===== config.mk =====
export PLATFORM = sky130hd
export DESIGN_NAME = cs2fifod
export DESIGN_NICKNAME = d
export VERILOG_FILES = /design/src/rtl/cs_pkg.sv /design/src/rtl/cs2fifod_frame_chk8.sv /design/src/rtl/cs2fifod.sv
export SDC_FILE = /design/constraint.sdc
export NUM_CORES = 1
export LEC_CHECK = 0
export ABC_AREA = 1
export CORE_ASPECT_RATIO = 1.75
export CORE_MARGIN = 5
export CORE_UTILIZATION = 55
export CTS_CLUSTER_SIZE = 30
export DETAILED_ROUTE_END_ITERATION = 8
export GPL_TIMING_DRIVEN = 0
export PLACE_DENSITY = 0.87
export SLEW_MARGIN = 20
export SYNTH_ARGS = -nofsm -noshare
export SYNTH_HDL_FRONTEND = slang
export SYNTH_SLANG_ARGS = --single-unit

===== constraint.sdc =====
create_clock -name sys_clk -period 5.2 [get_ports sys_clk]
set_input_delay 0.52 -clock sys_clk [delete_from_list [all_inputs] [get_ports sys_clk]]
set_output_delay 0.52 -clock sys_clk [all_outputs]
set_load 0.05 [all_outputs]

===== src/rtl/cs_pkg.sv =====
// Shared definitions for the console response framer and its fifoc parser peer:
// state codes, default header bytes and the byte-serial CRC-8 step.
package cs_pkg;

  typedef enum logic [7:0] {
    ST_IDLE  = 8'h00,
    ST_LOAD  = 8'h01,
    ST_WRITE = 8'h02,
    ST_DONE  = 8'h03
  } state_e;

  localparam logic [7:0] HEAD0_DEF = 8'h55;
  localparam logic [7:0] HEAD1_DEF = 8'hAA;

  // CRC-8, poly 0x07, MSB first, no reflection; one data byte per call.
  function automatic logic [7:0] crc8_byte(input logic [7:0] crc, input logic [7:0] data);
    logic [7:0] c;
    c = crc ^ data;
    for (int i = 0; i < 8; i++) begin
      c = c[7] ? ((c << 1) ^ 8'h07) : (c << 1);
    end
    return c;
  endfunction

endpackage


===== src/rtl/cs2fifod_frame_chk8.sv =====
// Frame check accumulator: plain XOR by default, CRC-8 when CS2FIFOD_CRC8_EN is defined.
module frame_chk8
  import cs_pkg::*;
(
  input  logic       sys_clk,
  input  logic       rst,
  input  logic       clr,
  input  logic       en,
  input  logic [7:0] data,
  output logic [7:0] chk
);

  logic [7:0] chk_q;
  logic [7:0] chk_d;

  always_comb begin
    chk_d = chk_q;
    if (clr) begin
      chk_d = 8'h00;
    end else if (en) begin
`ifdef CS2FIFOD_CRC8_EN
      chk_d = crc8_byte(chk_q, data);
`else
      chk_d = chk_q ^ data;
`endif
    end
  end

  always_ff @(posedge sys_clk or posedge rst) begin
    if (rst) chk_q <= 8'h00;
    else     chk_q <= chk_d;
  end

  assign chk = chk_q;

endmodule


===== src/rtl/cs2fifod.sv =====
// Console response framer: snapshots status registers on fs and streams one fixed
// frame into the fifod write port. Define CS2FIFOD_CRC8_EN for a CRC-8 trailer byte.
module cs2fifod
  import cs_pkg::*;
#(
  parameter int         PAYLOAD_NUM = 8,
  parameter logic [7:0] HEAD0       = HEAD0_DEF,
  parameter logic [7:0] HEAD1       = HEAD1_DEF
) (
  input  logic        sys_clk,
  input  logic        rst,
  input  logic        fs,
  output logic        fd,
  input  logic [7:0]  kind_dev,
  input  logic [7:0]  info_sr,
  input  logic [7:0]  reg0,
  input  logic [7:0]  reg1,
  input  logic [7:0]  reg2,
  input  logic [7:0]  reg3,
  input  logic [7:0]  reg4,
  input  logic [7:0]  reg5,
  input  logic [7:0]  reg6,
  input  logic [7:0]  reg7,
  input  logic        fifod_full,
  output logic        fifod_txen,
  output logic [7:0]  fifod_txd,
  output logic [11:0] data_len,
  output logic [7:0]  so
);

  localparam logic [3:0] LAST_IDX = 4'(PAYLOAD_NUM + 5);
  localparam logic [3:0] CHK_HI   = 4'(PAYLOAD_NUM + 4);
  localparam logic [7:0] PN_BYTE  = 8'(PAYLOAD_NUM);

  state_e          state_q, state_d;
  logic [3:0]      idx_q, idx_d;
  logic [7:0]      kind_q, kind_d;
  logic [7:0]      info_q, info_d;
  logic [7:0][7:0] snap_q, snap_d;
  logic [7:0]      frame_byte;
  logic [7:0]      chk_val;
  logic [2:0]      pidx;
  logic            chk_clr;
  logic            chk_en;

  assign data_len = 12'(PAYLOAD_NUM + 6);

  // State register plus snapshot/index datapath
  always_ff @(posedge sys_clk or posedge rst) begin
    if (rst) begin
      state_q <= ST_IDLE;
      idx_q   <= 4'd0;
      kind_q  <= 8'h00;
      info_q  <= 8'h00;
      snap_q  <= '0;
    end else begin
      state_q <= state_d;
      idx_q   <= idx_d;
      kind_q  <= kind_d;
      info_q  <= info_d;
      snap_q  <= snap_d;
    end
  end

  always_comb begin
    state_d = state_q;
    case (state_q)
      ST_IDLE:  if (fs) state_d = ST_LOAD;
      ST_LOAD:  state_d = ST_WRITE;
      ST_WRITE: if (fifod_txen && idx_q == LAST_IDX) state_d = ST_DONE;
      ST_DONE:  if (!fs) state_d = ST_IDLE;
      default:  state_d = ST_IDLE;
    endcase
  end

  // Write enable is combinational on full so a full fifod is never written.
  always_comb begin
    fd         = (state_q == ST_DONE);
    fifod_txen = (state_q == ST_WRITE) && !fifod_full;
    fifod_txd  = (state_q == ST_WRITE) ? frame_byte : 8'h00;
    so         = state_q;
  end

  always_comb begin
    idx_d  = idx_q;
    kind_d = kind_q;
    info_d = info_q;
    snap_d = snap_q;
    if (state_q == ST_LOAD) begin
      idx_d  = 4'd0;
      kind_d = kind_dev;
      info_d = info_sr;
      snap_d = {reg7, reg6, reg5, reg4, reg3, reg2, reg1, reg0};
    end else if (fifod_txen) begin
      idx_d = (idx_q == LAST_IDX) ? 4'd0 : idx_q + 4'd1;
    end
  end

  assign pidx = 3'(idx_q - 4'd5);

  always_comb begin
    frame_byte = chk_val;
    if      (idx_q == 4'd0) frame_byte = HEAD0;
    else if (idx_q == 4'd1) frame_byte = HEAD1;
    else if (idx_q == 4'd2) frame_byte = kind_q;
    else if (idx_q == 4'd3) frame_byte = info_q;
    else if (idx_q == 4'd4) frame_byte = PN_BYTE;
    else if (idx_q <= CHK_HI) frame_byte = snap_q[pidx];
  end

  assign chk_clr = (state_q == ST_LOAD);
  assign chk_en  = fifod_txen && (idx_q >= 4'd2) && (idx_q <= CHK_HI);

  frame_chk8 u_chk (
    .sys_clk (sys_clk),
    .rst     (rst),
    .clr     (chk_clr),
    .en      (chk_en),
    .data    (frame_byte),
    .chk     (chk_val)
  );

endmodule


**Word level (Yosys, flattened, before mapping)**

Cells that the tools add are included.

- Register bits: 100

- Add/subtract/negate cells: 2
- Magnitude comparators: 3
- Equal/unequal tests: 11
- Muxes and demuxes: 18
- Bitwise operators: 1
- Reductions and logical operators: 10

Operators with widths:

| kind | number |
|---|---|
| 8-bit 2-to-1 mux | 13 |
| 8-bit one-hot mux with 4 select lines | 1 |
| 8-bit binary-select mux with 3-bit select | 1 |
| 8-bit by 2-bit equality test with 1-bit output, second input constant | 2 |
| 4-bit 2-to-1 mux | 3 |
| 4-bit by 2-bit equality test with 1-bit output, second input constant | 2 |
| 8-bit by 1-bit equality test with 1-bit output, second input constant | 1 |
| 8-bit logical NOT | 1 |
| 8-bit bitwise XOR | 1 |
| 2-bit != test, second input constant | 3 |
| 4-bit by 1-bit adder with 4-bit output, second input constant | 1 |
| 4-bit by 1-bit equality test with 1-bit output, second input constant | 1 |
| 4-bit by 3-bit equality test with 1-bit output, second input constant | 1 |
| 4-bit equality test, second input constant | 1 |
| 4-bit by 2-bit >= comparator with 1-bit output, second input constant | 1 |
| 4-bit <= comparator, second input constant | 1 |
| 1-bit logical AND | 4 |
| 4-bit logical NOT | 1 |
| 3-bit by 4-bit < comparator with 1-bit output, second input constant | 1 |
| 2-bit nonzero test | 2 |
| 3-bit AND reduction | 1 |
| 3-bit subtractor, second input constant | 1 |
| 1-bit logical NOT | 1 |

**Logic depth before layout (Yosys ltp)**

Gate-level depths: netlist of run 1.

- Word-level depth: 12
- Depth in mapped cells: 18
- Gate-level depth less buffers: 16

**Modules after synthesis**

A second synthesis of run 1 with hierarchy kept.

- Cell total of the unflattened synthesis: 694
- Area, all modules: 5,036.1 sq um

Modules (own cells, without submodules):

| module | times used | cells each | area each (sq um) |
|---|---|---|---|
| cs2fifod | 1 | 650 | 4,647.0 |
| frame_chk8 | 1 | 44 | 389.1 |

**Worst setup path before layout of run 1**

Ideal clock, no wire load.

- Kind: register to output
- Start point: register idx_q[0]
- End point: output port fifod_txd[3]
- Arrival time: 2,670 ps
- Data required time: 4,680 ps
- Slack: 2,010 ps
- Cell stages (with the launch flop): 16
- Cells stage by stage: dfrtp_1 > buf_2 > inv_2 > buf_2 > ha_1 > buf_2 > inv_1 > buf_2 > o211ai_1 > nand3_1 > nand3_1 > nand2_1 > nand2_1 > nand2_1 > nand2_1 > nor2_1

- Longest elaborated chain between the ends: 10
- Elaborated cells between the ends (all ways): 16

Ends and longest elaborated chain:

| what | RTL line | text |
|---|---|---|
| start: declaration | cs2fifod.sv:36 | `logic [3:0] idx_q, idx_d;` |
| start signal: assignment | cs2fifod.sv:58 | `idx_q <= idx_d;` |
| 3-bit subtractor | cs2fifod.sv:99 | `assign pidx = 3'(idx_q - 4'd5);` |
| 8-bit binary-select mux with 3-bit select | cs2fifod.sv:108 | `else if (idx_q <= CHK_HI) frame_byte = snap_q[pidx];` |
| 8-bit 2-to-1 mux (not written as such) | cs2fifod.sv:108 |  |
| 8-bit 2-to-1 mux | cs2fifod.sv:108 |  |
| 8-bit 2-to-1 mux | cs2fifod.sv:107 | `else if (idx_q == 4'd4) frame_byte = PN_BYTE;` |
| 8-bit 2-to-1 mux | cs2fifod.sv:106 | `else if (idx_q == 4'd3) frame_byte = info_q;` |
| 8-bit 2-to-1 mux | cs2fifod.sv:105 | `else if (idx_q == 4'd2) frame_byte = kind_q;` |
| 8-bit 2-to-1 mux | cs2fifod.sv:104 | `else if (idx_q == 4'd1) frame_byte = HEAD1;` |
| 8-bit 2-to-1 mux * | cs2fifod.sv:103 | `if (idx_q == 4'd0) frame_byte = HEAD0;` |
| 8-bit 2-to-1 mux * | cs2fifod.sv:80 | `fifod_txd = (state_q == ST_WRITE) ? frame_byte : 8'h00;` |
| end: declaration | cs2fifod.sv:26 | `output logic [7:0] fifod_txd,` |

Mark *: on every way between the ends. The rest lies on a longest branch, timed or not. The select of a mux whose other input is x is not followed.

**Final worst setup path of run 1**

- Start point: register idx_q[0]
- End point: output port fifod_txd[6]

Same word-level chain as after synthesis.

==> impl_metrics.ini, run 1 <==
[status]
status = completed

[worst_setup_path]
critPathCaptureType = output port
critPathMaxStageDelay_ps = 830
arrival_ps = 3870
crit_fanout = 12
cp_num_buf_inv = 7
slowest_stage = clkdlybuf4s50_1
r2r-start = idx_q[0]$_DFFE_PP0P_
path_cells = buf_2 -> inv_2 -> buf_2 -> ha_1 -> buf_2 -> inv_1 -> buf_2 -> nand3_1 -> nand3_1 -> nand3_1 -> nand2_1 -> nand3_1 -> nand2_1 -> a21oi_1 -> clkdlybuf4s50_1
rr_endpoint = u_chk.chk[4]$_DFFE_PP0P_
path_class = reg -> out
critPathTopFamily = buffers and inverters
worst_setup_path_start_kind = flop
r2r_slack_ps = 2160
path_depth = 15
r2r_cells = 16
crit_required_ps = 4680

[detailed_routing]
drtPass1Iterations = 6
ant_nets = 0
drt_iter0_drc = 358
vias = 4904
wirelength_microns = 14400
routed_via_density = 5.17
drc = 0
wire_per_inst_microns = 15.2

[power]
power_density_mw_per_mm2 = 638
cellLeakagePower_nw = 3.35
peakVddDrop_mv = 0.398

[final_layout]
design_area_sq_mm = 0.00650
diodes = 0
area_growth_pct = 29.6
fillers = 740
nNetsFinal = 917
fin_cells = 948
layout-drive-gt1-share_pct = 6.88

[sta]
fin_skew_ps = 5.55
setup_viol = 0
period_share_pct = 84.5
finalHoldViolCount = 0
fin_ws_ps = 807
fin_tns_setup_ps = 0
rsz0062_at_grt = false
finalMaxSlewViolations = 0
max_clock_freq_mhz = 228
post-route-min-period_ps = 4390
slew_headroom_pct = 57.1
holdWs_ps = 459
worstMarginPinSlew_ps = 644

[clock_network]
post_cts_resized = 0
hold_buffers = 0
cts_num_sinks = 94
clockRootBuffer = clkbuf_16
htree_levels = 3
clock_path_buffers = 2
cts_tree = yes
post_cts_buffers = 0
numCtsBuffers = 9
clk_latency_ps = 340
path_clk_slew_ps = 70

[synth]
yosysMostFrequentCell = nand2_1
synth_top_area_cell = dfrtp_1
synth-xor-area-share_pct = 0.175
synthTopCellsByArea = dfrtp_1, nand2_1, nand3_1
syn_inst = 700
synth_top_area_share_pct = 46.9
muxShareOfSynthArea_pct = 0
syn_area_per_cell_sq_um = 7.17
synth.distinct_cells = 25
synth_compound_area_share_pct = 5.29
synth-seq-area-share_pct = 46.9
netlist_top_cells_count = nand2_1, dfrtp_1, nand3_1
yosysWarnings = 0
synth_ff_type = dfrtp_1
synth_adder_area_share_pct = 2.49
postSynth.asyncResetShare_pct = 100
synth-seq-cells = 94
synth_simple_gate_area_share_pct = 35.5
synth_edf_count = 0
synth_top_family_by_area = simple AND/OR/NAND/NOR gates
synth.cell_area_sq_mm = 0.00502

[global_route]
antenna_found_initial = 0
grt_usage_pct = 27.2
grt_pass1_vias = 5021
grt_pass1_wl_microns = 23000
grt_overflow = 0
grt_max_degree = 85

[worst_hold_path]
hp-class = in -> async

[floorplan]
core-area_sq_mm = 0.00898
fp.dieH_microns = 136
io_pins = 114
die_area_sq_mm = 0.0112
num_rows = 46
die_x_microns = 82.2
initial_core_util_pct = 55.9

[place]
dp_slack_ps = 1230
dpl-instance-area_sq_mm = 0.00621
port_buffers = 95
place.gp.congestion = 0.974
hpwl_microns = 11200
dpl.cell_count = 932

[job]
drv_cap = 0
registers in the layout (all words and copies together) (netlist names):
| register | flops |
|---|---|
| snap_q | 64 |
| info_q | 8 |
| kind_q | 8 |
| u_chk.chk | 8 |
| idx_q | 4 |
| so | 2 |
metal layers:
layer	up-vias	wire, microns	GRT usage [%]
met2	219	8010	50.1
met3	57	841	3.98
met1	2250	4870	27.7
met4	0	699	16.3
met5	-	0	0
li1	2378	-	-
metrics by stage:
step	util (%)	total power, mW
after floorplan	-	2.77
after global placement	68.8	3.37
after detailed placement	69.2	3.46
after CTS	72.4	4.12
after global routing	72.4	4.48
final	72.4	4.15
cell families after synthesis:
group	Yosys count
other	2
buffers and inverters	103
adders and majority gates	10
DFF	94
xor gates and xnor gates	1
and+or+nand+nor	441
AOI/OAI and AO/OA	49
area by class of cell:
type                    instances  area, sq um  share of cell area [%]
multi-input cells             519         2250                    34.6
plain buffers                  51          283                    4.35
repair buffers                 96          978                    15.1
flip-flops and latches         94         2350                    36.2
inverters                      52          200                    3.08
clock buffers                  10          229                    3.52
clock inverters                 6         61.3                   0.943
well taps                     120          150                    2.31
how the worst max path moves through the flow:
stage	from	end	slack, ps
4_1_cts	idx_q[0]$_DFFE_PP0P_	fifod_txd[3]	850
3_3_place_gp	rst	snap_q[55]$_DFFE_PP0P_	890
3_5_place_dp	idx_q[0]$_DFFE_PP0P_	fifod_txd[3]	1230
6_report	idx_q[0]$_DFFE_PP0P_	fifod_txd[6]	810
2_1_floorplan	idx_q[0]$_DFFE_PP0P_	fifod_txd[3]	2010
5_1_grt	idx_q[0]$_DFFE_PP0P_	fifod_txd[3]	600
power breakdown:
group / switching, mW / leakage [nW] / total, mW / internal (mW)
clock: 0.283 / 0.143 / 0.655 / 0.372
combinational: 1.50 / 2.04 / 2.20 / 0.707
sequential: 0.210 / 1.17 / 1.29 / 1.08
total: 1.99 / 3.35 / 4.15 / 2.16
cell usage in the layout (no fill, tap or decap), drive strengths merged:
cell,n
nand2,340
nor3,2
bufinv,1
clkinv,3
conb,18
clkbuf,27
a221oi,1
nand4,4
inv,53
xor2,1
nor2,26
clkdlybuf4s50,95
dfrtp,94
clkinvlp,1
a21oi,16
ha,10
or2,1
nand3,68
o211ai,2
buf,35
o21ai,30
(Power assumes the default switching activity.)
==> run 2: changes to the inputs <==
--- a/config.mk
+++ b/config.mk
@@ -8,11 +8,11 @@
 export ABC_AREA = 1
 export CORE_ASPECT_RATIO = 1.75
 export CORE_MARGIN = 5
-export CORE_UTILIZATION = 55
+export CORE_UTILIZATION = 46
 export CTS_CLUSTER_SIZE = 30
 export DETAILED_ROUTE_END_ITERATION = 8
 export GPL_TIMING_DRIVEN = 0
-export PLACE_DENSITY = 0.87
+export PLACE_DENSITY = 0.78
 export SLEW_MARGIN = 20
 export SYNTH_ARGS = -nofsm -noshare
 export SYNTH_HDL_FRONTEND = slang
==> constraint.sdc (replaced) <==
create_clock -name sys_clk -period 3.8 [get_ports sys_clk]
set_input_delay 0.38 -clock sys_clk [delete_from_list [all_inputs] [get_ports sys_clk]]
set_output_delay 0.38 -clock sys_clk [all_outputs]
set_load 0.05 [all_outputs]
==> run 2 against run 1 <==
Against the previous run:
- clock skew down 0.85 ps
- core utilization fell by 11 points
- critical endpoint is now fifod_txd[2]
- sequential power up 37%
- sequential share of layout area decreased by 0.24 points
- hold slack got worse by 48 ps
- register-to-register slack worse by 1300 ps
- largest cell class unchanged
- highest routed layer unchanged
- critical path depth did not move
- global-route usage fell by 4.3 points
==> impl_metrics.ini, run 2 (synthesis results as in run 1) <==
[place]
place.gp.congestion = 0.877
port_buffers = 95
dpl-instance-area_sq_mm = 0.00622
dpl.cell_count = 942
hpwl_microns = 11100
dp_slack_ps = -51.7

[final_layout]
layout-drive-gt1-share_pct = 7.97
final_util_pct = 61.2
layout_common_cells = nand2_1, dfrtp_1, clkdlybuf4s50_1
largest-register = snap_q
largest_reg_flops = 64
fin_cells = 958
fillers = 985
final_common_cell = nand2_1
nNetsFinal = 917
diodes = 0
design_area_sq_mm = 0.00654
area_growth_pct = 30.4

[floorplan]
initial_core_util_pct = 46.9
core-area_sq_mm = 0.0107
die_x_microns = 88.9
io_pins = 114
num_rows = 50
die_area_sq_mm = 0.0132
fp.dieH_microns = 148

[sta]
finalMaxSlewViolations = 0
fin_ws_ps = 151
holdWs_ps = 411
slew_headroom_pct = 59.2
finalHoldViolCount = 0
rsz0062_at_grt = false
max_clock_freq_mhz = 274
setup_viol = 0
worstMarginPinSlew_ps = 611
fin_skew_ps = 4.70
period_share_pct = 96.0
post-route-min-period_ps = 3650
fin_tns_setup_ps = 0

[worst_setup_path]
critPathTopFamily = buffers and inverters
path_class = reg -> out
arrival_ps = 3270
cp_num_buf_inv = 7
slowest_stage = dfrtp_1
crit_fanout = 12
worst_path_most_repeated_cell = nand3_1
crit_required_ps = 3420
critPathMaxStageDelay_ps = 390
worst_setup_path_start_kind = flop
critPathCaptureType = output port
path_cells = clkbuf_4 -> inv_2 -> buf_4 -> ha_1 -> buf_2 -> inv_1 -> clkbuf_4 -> nand3_1 -> nand3_1 -> nand3_1 -> nand2_1 -> nand3_1 -> nand2_1 -> a21oi_1 -> clkdlybuf4s15_2

[detailed_routing]
drtPass1Iterations = 4
routed_via_density = 5.07
ant_nets = 0
vias = 4858
wirelength_microns = 14400
drc = 0
wire_per_inst_microns = 15.0
drt_iter0_drc = 216

[job]
drv_cap = 0

[clock_network]
clk_latency_ps = 340
clock_path_buffers = 2
cts_tree = yes
post_cts_buffers = 0
numCtsBuffers = 9
htree_levels = 3
cts_num_sinks = 94
hold_buffers = 0
clockRootBuffer = clkbuf_16
path_clk_slew_ps = 70

[global_route]
grt_max_degree = 61
grt_overflow = 0
grt_usage_pct = 23.0
grt_pass1_vias = 5067
antenna_found_initial = 0
grt_pass1_wl_microns = 23500

[status]
status = completed

[power]
power_density_mw_per_mm2 = 879
peakVddDrop_mv = 0.599
cellLeakagePower_nw = 3.39
p_total_mw = 5.75

[worst_hold_path]
hp-class = in -> async
## run 2: changes by cell type in the layout (fill, tap and decap cells not counted), sizes merged
cell,change
clkbuf,+7
bufinv,+1
clkdlybuf4s50,-8
clkinv,-3
buf,+1
clkdlybuf4s15,+2
## run 2: path summary, 6_finish.rpt
| check | start | end | slack (ps) | cells past startpoint |
|---|---|---|---|---|
| hold / removal | rst | kind_q[1]$_DFFE_PP0P_ | 410 | 2 |
| setup reg to reg | idx_q[0]$_DFFE_PP0P_ | u_chk.chk[4]$_DFFE_PP0P_ | 880 | 16 |
| max in group asynchronous | rst | snap_q[58]$_DFFE_PP0P_ | 2720 | 3 |
| setup / recovery | idx_q[0]$_DFFE_PP0P_ | fifod_txd[2] | 150 | 15 |
| hold reg to reg | snap_q[37]$_DFFE_PP0P_ | snap_q[37]$_DFFE_PP0P_ | 470 | 2 |
| min in group sys_clk | snap_q[37]$_DFFE_PP0P_ | snap_q[37]$_DFFE_PP0P_ | 470 | 2 |
## run 2: area by class of cell
class	instances	area, sq um	area share [%]
tap	130	163	2.49
clock buffer	12	267	4.07
multi-input combinational	519	2250	34.3
timing repair buffer	96	950	14.5
sequential	94	2350	36.0
inverter	52	198	3.02
buffer	51	292	4.46
clock inverter	4	76.3	1.17
## run 2: power by group
group / total [mW] / internal, mW / switching (mW)
Combinational: 2.96 / 0.945 / 2.02
Sequential: 1.77 / 1.48 / 0.293
Clock: 1.02 / 0.633 / 0.382
## run 2: metal layers
metal | wire length, microns | track usage (%) | share of wire [%] | up-vias
li1 | - | - | - | 2383
met1 | 5150 | 24.4 | 36 | 2251
met2 | 7810 | 41.7 | 54 | 175
met3 | 648 | 2.88 | 4.5 | 49
met4 | 754 | 13.6 | 5.2 | 0
met5 | 0 | 0 | 0 | -
## run 2: repair_timing
item                       in CTS  in global routing
gates resized for setup        21                 14
cloned                          0                  0
setup endpoints to repair       8                  8
